### src/rtl/sys_defs.sv
// Shared types for the decode, reservation-station and issue stages.
// Holds sizing constants plus the inter-stage packet structs.
package sys_defs;

  localparam int RS_SIZE     = 8;
  localparam int PHYS_REG_SZ = 64;
  localparam int TAG_W       = $clog2(PHYS_REG_SZ);
  localparam int CNT_W       = $clog2(RS_SIZE + 1);
  localparam int ROB_SZ      = 32;
  localparam int ROB_W       = $clog2(ROB_SZ);

  typedef logic [TAG_W-1:0] TAG;

  typedef struct packed {
    logic [31:0]      inst;
    logic [31:0]      PC;
    logic [31:0]      NPC;
    TAG               t;
    TAG               t1;
    TAG               t2;
    logic             t1_ready;
    logic             t2_ready;
    logic [ROB_W-1:0] rob_idx;
    logic [3:0]       alu_func;
    logic             rd_mem;
    logic             wr_mem;
    logic             cond_branch;
    logic             uncond_branch;
    logic             halt;
    logic             illegal;
    logic             valid;
  } DECODER_PACKET;

  typedef struct packed {
    DECODER_PACKET decoder_packet;
    logic          issue_en;
  } RS_IS_PACKET;

  function automatic logic tag_hit(logic v, TAG a, TAG b);
    return v && (a == b);
  endfunction

endpackage

### src/rtl/rs_psel.sv
// Lowest-index-first priority selector.
// Produces a one-hot grant and an any-request flag.
module rs_psel #(
  parameter int N = 8
) (
  input  logic [N-1:0] req,
  output logic [N-1:0] gnt,
  output logic         any
);

  // Two's-complement trick isolates the lowest set bit.
  assign gnt = req & (~req + N'(1));
  assign any = |req;

endmodule

### src/rtl/rs_station.sv
// Reservation station: holds renamed ops until both sources are
// ready, wakes them from the CDB and issues one per cycle.
module rs_station
  import sys_defs::*;
(
  input  logic             clock,
  input  logic             reset,
  input  logic             squash,
  input  logic             dispatch_en,
  input  DECODER_PACKET    dispatch_packet,
  input  logic             cdb_valid,
  input  TAG               cdb_tag,
  input  logic             issue_stall,
  output RS_IS_PACKET      rs_is_packet,
  output logic [CNT_W-1:0] free_count,
  output logic             full
);

  logic [RS_SIZE-1:0] valid;
  logic [RS_SIZE-1:0] r1;
  logic [RS_SIZE-1:0] r2;
  DECODER_PACKET      pkt [RS_SIZE];

  logic [RS_SIZE-1:0] free_req;
  logic [RS_SIZE-1:0] free_gnt;
  logic               free_any;
  logic [RS_SIZE-1:0] iss_req;
  logic [RS_SIZE-1:0] iss_gnt;
  logic               iss_any;
  logic               issue_en;
  logic               do_disp;
  logic               d_r1;
  logic               d_r2;
  DECODER_PACKET      sel_pkt;

  assign free_req = ~valid;
  assign iss_req  = valid & r1 & r2;

  rs_psel #(.N(RS_SIZE)) u_free_sel (
    .req (free_req),
    .gnt (free_gnt),
    .any (free_any)
  );

  rs_psel #(.N(RS_SIZE)) u_iss_sel (
    .req (iss_req),
    .gnt (iss_gnt),
    .any (iss_any)
  );

  always_comb begin
    free_count = '0;
    for (int i = 0; i < RS_SIZE; i++) begin
      if (!valid[i]) free_count = free_count + CNT_W'(1);
    end
  end

  assign full     = !free_any;
  assign issue_en = iss_any && !issue_stall && !squash;
  assign do_disp  = dispatch_en && free_any;

  // A same-cycle broadcast of a source tag counts as ready.
  assign d_r1 = dispatch_packet.t1_ready
             | tag_hit(cdb_valid, cdb_tag, dispatch_packet.t1);
  assign d_r2 = dispatch_packet.t2_ready
             | tag_hit(cdb_valid, cdb_tag, dispatch_packet.t2);

  always_comb begin
    sel_pkt = '0;
    for (int i = 0; i < RS_SIZE; i++) begin
      if (iss_gnt[i]) sel_pkt = pkt[i];
    end
  end

  assign rs_is_packet = {sel_pkt, issue_en};

  always_ff @(posedge clock) begin
    if (reset || squash) begin
      valid <= '0;
    end else begin
      for (int i = 0; i < RS_SIZE; i++) begin
        if (issue_en && iss_gnt[i]) valid[i] <= 1'b0;
        if (valid[i] && tag_hit(cdb_valid, cdb_tag, pkt[i].t1))
          r1[i] <= 1'b1;
        if (valid[i] && tag_hit(cdb_valid, cdb_tag, pkt[i].t2))
          r2[i] <= 1'b1;
        if (do_disp && free_gnt[i]) begin
          valid[i] <= 1'b1;
          pkt[i]   <= dispatch_packet;
          r1[i]    <= d_r1;
          r2[i]    <= d_r2;
        end
      end
    end
  end

endmodule
### config.mk
export PLATFORM = sky130hd
export DESIGN_NAME = rs_station
export DESIGN_NICKNAME = d
export VERILOG_FILES = /design/src/rtl/sys_defs.sv /design/src/rtl/rs_psel.sv /design/src/rtl/rs_station.sv
export SDC_FILE = /design/constraint.sdc
export NUM_CORES = 1
export LEC_CHECK = 0
export BUFFER_PORTS_ARGS = -buffer_cell sky130_fd_sc_hd__buf_4
export CAP_MARGIN = 20
export CORE_ASPECT_RATIO = 1.25
export CORE_UTILIZATION = 54
export CTS_CLUSTER_SIZE = 12
export DETAILED_ROUTE_END_ITERATION = 7
export HOLD_SLACK_MARGIN = 0.02
export PLACE_DENSITY_LB_ADDON = 0.08
export SKIP_CTS_REPAIR_TIMING = 1
export SLEW_MARGIN = 25
export SYNTH_ARGS = -nofsm -noshare
export SYNTH_HDL_FRONTEND = slang
export SYNTH_SLANG_ARGS = --single-unit
### constraint.sdc
create_clock -name clock -period 4.9 [get_ports clock]
set_input_delay 0.245 -clock clock [delete_from_list [all_inputs] [get_ports clock]]
set_output_delay 0.245 -clock clock [all_outputs]
set_load 0.05 [all_outputs]
-- Yosys cells after proc, flatten, opt, wreduce, memory -nomap -nowiden
Memory sizes are Yosys's and may differ from the RTL's.
Index checks and enable logic that the tools add are counted.
- output and inout bits: 138
- flip-flop bits (word level): 24
- memories kept: 1
- memory bits (writable): 1056
- memory list (name ; depth ; bits a word ; rd ports ; clocked after Yosys merged registers in ; write ports ; RTL line ; text):
    pkt ; 8 ; 132 ; 8 ; 0 ; 1 ; rs_station.sv:22 ; DECODER_PACKET pkt [RS_SIZE];
- eq/ne operators: 18
- reduce and logical (&&, ||, !) cells: 106
- bitwise gates (word level): 10
- $add $sub $neg: 9
- muxes and demuxes: 109
- operators by type and width (kind ; number):
    $mux 132 ; 15
    $reduce_or 132->1 ; 7
    $eq 6x6->1 ; 18
    $mux 1 ; 80
    $logic_and 1x1->1 ; 53
    $reduce_bool 2->1 ; 24
    $and 8x8->8 ; 4
    $reduce_and 2->1 ; 16
    $add 4x1->4 const B ; 7
    $mux 4 ; 7
    $not 8->8 ; 3
    $mux 3 ; 7
    $add 8x1->8 const B ; 2
    $reduce_or 8->1 ; 2
    $logic_not 1->1 ; 3
    $or 1x1->1 ; 2
    $logic_or 1x1->1 ; 1
    $not 1->1 ; 1

-- Longest topological paths before layout
Gate-level depths: netlist of run 1.
- depth after elaboration: 16
- mapped depth: 18
- depth with buffers taken out: 18

-- Hierarchy
Synthesis of run 1 repeated with hierarchy kept, for this count alone.
- cell total of the unflattened synthesis: 3076
- area, all modules: 42941.2 um2
- modules (own cells, without submodules) (module ; times used ; area an instance (um2) ; seq. area each (um2) ; cells an instance):
    rs_station ; 1 ; 42748.5 ; 32351.0 ; 3052
    rs_psel ; 2 ; 96.3 ; 0.0 ; 12

-- Worst setup path after synthesis of run 1
Ideal clock, no wire load.
- path type: register to register
- from: reg valid[2]
- to: mem pkt[0][0] in the netlist's numbering (enable)
- buffers on the path: 3
- required time: 4.392 ns
- stages on the path, launching flop included: 9
- clock period less this slack: 5.127 ns
- slack: -0.227 ns
- data arrival time: 4.620 ns
- cell sequence: dfxtp_1 buf_2 clkbuf_1 nand3_1 nor2_1 and3_1 nor2b_1 clkbuf_1 and3_1
- cells in the longest elaborated chain, start to end: 15
- RTL lines (item ; RTL line ; text):
    start: declaration ; rs_station.sv:19 ; logic [RS_SIZE-1:0] valid;
    start signal: assignment ; rs_station.sv:79 ; valid <= '0;
    start signal: indexed assignment ; rs_station.sv:82 ; if (issue_en && iss_gnt[i]) valid[i] <= 1'b0;
    start signal: indexed assignment ; rs_station.sv:88 ; valid[i] <= 1'b1;
    $not 8->8 * ; rs_station.sv:36 ; assign free_req = ~valid;
    $not 8->8 / $reduce_or 8->1 (equally long branches) ; rs_psel.sv:12, rs_psel.sv:13 ;
    $add 8x1->8 / $logic_and 1x1->1 (equally long branches) ; rs_psel.sv:12, rs_station.sv:60 ;
    $and 8x8->8 / $logic_and 1x1->1 (equally long branches) ; rs_psel.sv:12, rs_station.sv:87 ;
    $logic_and 1x1->1 / $mux 1 (equally long branches) ; rs_station.sv:87 ; if (do_disp && free_gnt[i]) begin
    $mux 1 (on tied branches) ; rs_station.sv:87, rs_station.sv:78 ;
    $mux 1 (on tied branches) ; rs_station.sv:78, rs_station.sv:89 ;
    $mux 1 (not written as such) / $reduce_or 132->1 (equally long branches) ; n/a ;
    $reduce_or 132->1 (no source line), or another cell as far along ; n/a ;
    $mux 3 (no source line) / $mux 1 (equally long branches) (6 in a row) ; n/a ;
    end: declaration ; rs_station.sv:22 ;
Every way passes the cells marked *; elsewhere a longest branch is shown, timed or not.

-- Final worst setup path of run 1
- from: reg valid[1]
- to: out free_count[2]
- cells in the longest elaborated chain, start to end: 13
- RTL lines (item ; RTL line ; text):
    $mux 4 * ; rs_station.sv:54 ; if (!valid[i]) free_count = free_count + CNT_W'(1);
    $add 4x1->4 ; rs_station.sv:54 ;
    $mux 4 * ; rs_station.sv:54 ;
    $add 4x1->4 ; rs_station.sv:54 ;
    $mux 4 * ; rs_station.sv:54 ;
    $add 4x1->4 ; rs_station.sv:54 ;
    $mux 4 * ; rs_station.sv:54 ;
    $add 4x1->4 ; rs_station.sv:54 ;
    $mux 4 * ; rs_station.sv:54 ;
    $add 4x1->4 ; rs_station.sv:54 ;
    $mux 4 * ; rs_station.sv:54 ;
    $add 4x1->4 ; rs_station.sv:54 ;
    $mux 4 * ; rs_station.sv:54 ;
    end: declaration ; rs_station.sv:15 ; output logic [CNT_W-1:0] free_count,
Marks and branches as above.

==> results of run 1 <==
==> cell families after synthesis <==
kind of cell,synth area share [%]
mux,0.0237
flops,76.6
xor+xnor,2.63
buf+inv,2.02
compound gates,13.0
simple gates,5.41
fa+ha+maj,0.267
==> power groups by stage <==
stage | clock network, W | logic (W) | registers, W
after detailed placement | 0 | 0.000586 | 0.0104
after global placement | 0 | 0.000572 | 0.0104
after global routing | 0.00748 | 0.000732 | 0.0102
final | 0.00708 | 0.000688 | 0.0102
after floorplan | 0 | 0.000269 | 0.0104
after CTS | 0.00717 | 0.000588 | 0.0102
==> worst reg2reg max path: stages, from the launching register on <==
cell	delay (ns)
dfxtp_1	0.76
nand2_1	0.24
nor4_1	0.57
nand2_1	0.27
inv_6	0.73
buf_4	0.48
==> state kept, by name (all words and copies together) (netlist names) <==
signal  count
pkt      1056
valid       8
r1          8
r2          8
==> layout by cell type (no fill, tap or decap), drive strengths merged, types with 13 or more instances in the layout <==
cell,n
edfxtp,1072
a21oi,194
xor2,28
a222oi,65
inv,17
a31oi,26
o32ai,13
a22o,27
o22ai,67
nor2,292
nand2,105
clkbuf,136
a22oi,92
a221oi,91
nand3,56
a221o,29
o21a,13
xnor2,95
buf,353
clkinv,15
o21ai,125
nand4,28
dlygate4sd3,135
a21o,35
==> area by class of cell <==
class,count,area [µm²]
Timing Repair Buffer,488,4240
Fill cell,5665,27300
Multi-Input combinational cell,1459,9130
Clock inverter,17,88.8
Clock buffer,136,2770
Sequential cell,1080,32400
Tap cell,1044,1310
Inverter,15,91.3
==> per-layer routing <==
metal,wire length [µm],vias to the layer above,GRT usage (%)
li1,-,11700,-
met1,44800,13500,37.7
met2,58900,1352,49.5
met3,9850,214,5.34
met4,3450,10,10.4
met5,58,-,0
==> stage by stage <==
step / TNS, ns / utilization [%] / hold slack (ns) / cells / worst slack [ns]
global placement: 0 / 59.1 / 0.472 / 3949 / 0.696
floorplan: 0 / - / 0.344 / 2758 / 0.207
CTS: -0.288 / 62.8 / -0.228 / 4102 / -0.146
global route: -0.0404 / 64.6 / 0.0611 / 4239 / -0.0317
finish: 0 / 64.6 / 0.0559 / 4239 / 0.255
detailed placement: 0 / 59.1 / 0.479 / 3949 / 0.579
==> worst min path at each step <==
stage / from / cells after the start / to
4_1_cts: dispatch_packet[86] / 1 / pkt[0][482]
5_1_grt: dispatch_en / 4 / r2[4]
3_5_place_dp: dispatch_packet[88] / 1 / pkt[1][484]
3_3_place_gp: dispatch_packet[10] / 1 / pkt[1][406]
2_1_floorplan: dispatch_packet[0] / 0 / pkt[0][0]
6_report: dispatch_en / 4 / r2[4]
==> out/results.ini, run 1 <==
[grt]
grt_max_degree=147
overflow=0
grt_pass1_vias=26100
grt_pass1_wl_um=169000
antenna_found_initial=5
grt_usage_pct=29.1

[flow_run]
cap_viol_max_count=0

[yosys]
yosys_warnings=0
yosysTopAreaCell=edfxtp_1
syn_avg_cell_area_um2=15.3
yosysMostFrequentCell=edfxtp_1
synth_edf_count=1072
seq_area_frac_synth_pct=76.6
async_flop_share_pct=0
synth_common_cells=edfxtp_1 (1072), nor2_1 (292), a21oi_1 (194), clkbuf_1 (167), o21ai_0 (125)
syn_area_um2=42200
netlist_instances=2758
synth.top_cells.by_area=edfxtp_1 (76%), nor2_1 (2.6%), a21oi_1 (2.3%)
synth_top_area_share_pct=76.2
ys.flop_type=edfxtp_1
synth_nets=2911
ys_seq_elements=1080
synth_cell_types=56

[drt]
viasPerCell=6.32
ant_nets=0
post_drt_wl_per_cell_um=27.6
routed_wl_um=117000
vias=26800
drc_errors=0
drt_iter0_markers=2710
dr.pass1.iters=6

[critical_path]
r2r_end=pkt[1][483]
crit_buf_inv=3
required_ns=4.66
cpPeakStageDelay_ns=0.38
cp_cell_sequence=inv_1, ha_2, mux2i_2, xor2_1, o21ai_1, ha_1, xor2_1, nor2_1, or3_1, nand3_1, and2_1, ha_1, nor2b_1, a31oi_2, inv_1, ha_1, nor2b_1, xnor2_1, buf_4
reg2reg_from=valid[4]
critPathSlowestCell=dfxtp_4
cp.arrival_ns=4.40
r2r_slack_ns=1.52
start_kind=flop
critical_path_class=reg2out
setup.worst_path.end_class=output port
cp_common_cell=ha_1
cpLargestDelayFamily=simple AND/OR/NAND/NOR gates
crit_end=free_count[2]
cp.depth=19
cp-startpoint=valid[1]
crit_fanout=6
ff2ff_path_depth=5

[power_and_ir_drop]
intPower_w=0.0144
irDropWorstVdd_mv=0.256
power_density_nw_per_um2=360
sw_frac_of_total_pct=20.1
switchingPower_w=0.00361
leakage_nw=16.8
report.power.total_w=0.0180
seq_power_share_pct=56.8
p_comb_share_pct=3.8
p_clk_share_pct=39.4

[floorplanning]
dieArea_um2=79300
io_pins=282
rows=114
core_area_um2=77300
die_y_um=315
initial_utilization_pct=54.6
fp.dieW_um=252

[clocking]
cts_tree=done
cts.sinks=1080
clock_latency_ns=0.68
cts_buffers=104
cts.path.max_buffers=3
cts.clk_slew.worst_paths_ns=0.07
root_buffer=clkbuf_16
htree_levels=3

[sta]
worst_pin_slew_ns=1.12
timing.final.max_slew_violations=0
fin_worst_skew_ns=0.0244
min_period_ns=4.64
fmax_mhz=215
setup-violations-final=0
max-slew-margin-rel_pct=25.3
finalCritPeriodShare_pct=94.8
hold_viol_final=0

[layout]
final_area_um2=50000
drive_above_1_share_pct=15.7
diodes=0
area_delta_synth_final_pct=18.4
nNetsFinal=3301

[place]
numPortBuffers=281
hpwl_um=63100
routabilityCongestion=0.877
placed_area_um2=45700

[status]
status=finished clean

[min_path]
worst_hold_path_type=in2reg

Note: power is estimated with default switching activity, not from simulation.
==> run 2: changes to the inputs <==
Settings changed: BUFFER_PORTS_ARGS -buffer_cell sky130_fd_sc_hd__buf_4 to default, CORE_UTILIZATION 54 to 57, DONT_BUFFER_PORTS from default to 1, SKIP_LAST_GASP from default to 1, TNS_END_PERCENT from default to 30.
==> out/results.ini, run 2 (synthesis results as in run 1) <==
[critical_path]
setup.worst_path.end_class=output port
start_kind=flop
required_ns=4.66  ; about the same
critical_path_class=reg2out
crit_fanout=9  ; +3
cp.arrival_ns=4.44  ; +0.04 ns

[sta]
finalCritPeriodShare_pct=95.6  ; +0.79 points
fmax_mhz=214  ; -0.83%
min_period_ns=4.68  ; +0.0388 ns
setup_tns_ns=0  ; unchanged
holdWs_ns=0.00691  ; -0.0490 ns
fin_worst_skew_ns=0.0161  ; -0.00831 ns
hold_viol_final=0  ; unchanged
timing.final.max_slew_violations=0  ; unchanged
max-slew-margin-rel_pct=25.4  ; +0.16 points
setup-violations-final=0  ; unchanged
worst_pin_slew_ns=1.12  ; -0.00244 ns

[clocking]
cts.sinks=1080  ; unchanged
cts_buffers=105  ; +0.96%
cts.clk_slew.worst_paths_ns=0.06  ; about the same
root_buffer=clkbuf_16
clock_latency_ns=0.67  ; about the same
cts.path.max_buffers=3  ; unchanged
cts_tree=done
htree_levels=3  ; unchanged

[drt]
vias=26500  ; -1.0%
post_drt_wl_per_cell_um=28.9  ; +4.6%
routed_wl_um=116000  ; -0.99%
drt_iter0_markers=3190  ; +18%
dr.pass1.iters=6  ; unchanged
drc_errors=0  ; unchanged
ant_nets=0  ; unchanged
viasPerCell=6.60  ; +4.5%

[grt]
grt_pass1_wl_um=165000  ; -1.9%
grt_pass1_vias=26100  ; -0.34%
antenna_found_initial=10  ; +5
grt_usage_pct=29.9  ; +0.80 points
overflow=0  ; unchanged
grt_max_degree=96  ; -35%

[place]
placed_cells=3699  ; -6.3%
numPortBuffers=0  ; -100%
hpwl_um=61600  ; -2.3%
routabilityCongestion=0.864  ; -1.5%

[layout]
layout_commonest_cell=edfxtp_1
drive_above_1_share_pct=11.5  ; -4.3 points
area_delta_synth_final_pct=16.6
nNetsFinal=3150  ; -4.6%
fillers=5119  ; -9.6%
final_cell_mix=edfxtp_1 (1072), nor2_1 (287), a21oi_1 (194)
largest_reg_flops=1056  ; unchanged
fin_cells=4014  ; -5.3%
largest_register=pkt

[power_and_ir_drop]
leakage_nw=16.2  ; -3.6%
irDropWorstVdd_mv=0.346  ; +35%
power_density_nw_per_um2=366  ; +1.8%

[floorplanning]
core_area_um2=73300  ; -5.1%
fp.dieW_um=245  ; -2.6%
rows=111  ; -2.6%
io_pins=282  ; unchanged
die_y_um=306  ; -2.6%
initial_utilization_pct=57.6  ; +3.0 points
dieArea_um2=75200  ; -5.2%

[min_path]
worst_hold_path_type=in2reg

[status]
status=finished clean

[flow_run]
cap_viol_max_count=0  ; unchanged

run 2: cell count changes in the layout (fill, tap and decap cells not counted), moves of 2 or more:
cell,delta
buf_4,-190
diode_2,+6
clkbuf_16,+2
dlygate4sd3_1,+13
clkinv_2,+7
clkbuf_1,-3
buf_12,+25
run 2: stage by stage:
| step | area, µm² | util, % | power, W | setup slack (ns) |
|---|---|---|---|---|
| detailed placement | 44700 | 61.0 | 0.0108 | 0.546 |
| global route | 49200 | 67.1 | 0.0184 | -0.0428 |
| CTS | 47700 | 65.0 | 0.0179 | -0.184 |
| global placement | 44700 | 61.0 | 0.0108 | 0.600 |
| floorplan | 42200 | - | 0.0107 | 0.207 |
| finish | 49200 | 67.1 | 0.0180 | 0.216 |
run 2: final timing paths:
check / start / end / slack, ns / cells past startpoint
worst max-delay path: valid[1] / free_count[2] / 0.22 / 19
worst min-delay path: cdb_tag[3] / r1[4] / 0.007 / 3
worst max register to register: valid[3] / valid[4] / 1.42 / 9
worst min register to register: valid[1] / valid[1] / 0.56 / 2
run 2: where the power goes:
group          internal, W  switching [W]
Sequential          0.0102      0.0000134
Clock              0.00401        0.00320
Combinational     0.000210       0.000373
Total               0.0144        0.00359
run 2: final cells by class:
class	count	area, µm²	area share [%]
clock inverters	23	141	0.287
repair buffers	336	3440	7.00
inverters	15	91.3	0.186
well taps	960	1200	2.44
multi-input cells	1459	9150	18.6
flip-flops and latches	1080	32400	65.8
clock buffers	135	2800	5.70
diodes	6	15.0	0.0305
run 2: per-layer routing:
metal | vias up | wire (µm) | track usage [%]
li1 | 11400 | - | -
met1 | 13400 | 44400 | 38.8
met2 | 1439 | 57300 | 50.0
met3 | 202 | 10800 | 6.46
met4 | 10 | 3420 | 10.5
met5 | - | 54 | 0
run 2: critical path, cell delays in order, from the launching register on:
cell     delay (ns)
dfxtp_4        0.40
inv_1          0.11
ha_4           0.19
mux2i_1        0.17
xor2_1         0.23
o21ai_0        0.13
ha_1           0.33
xor2_1         0.17
nor2_1         0.07
or3_1          0.36
nand3_1        0.13
and2_1         0.14
ha_1           0.21
nor2b_1        0.14
a31oi_2        0.23
inv_1          0.07
ha_1           0.17
nor2b_1        0.13
xnor2_1        0.18
buf_4          0.22
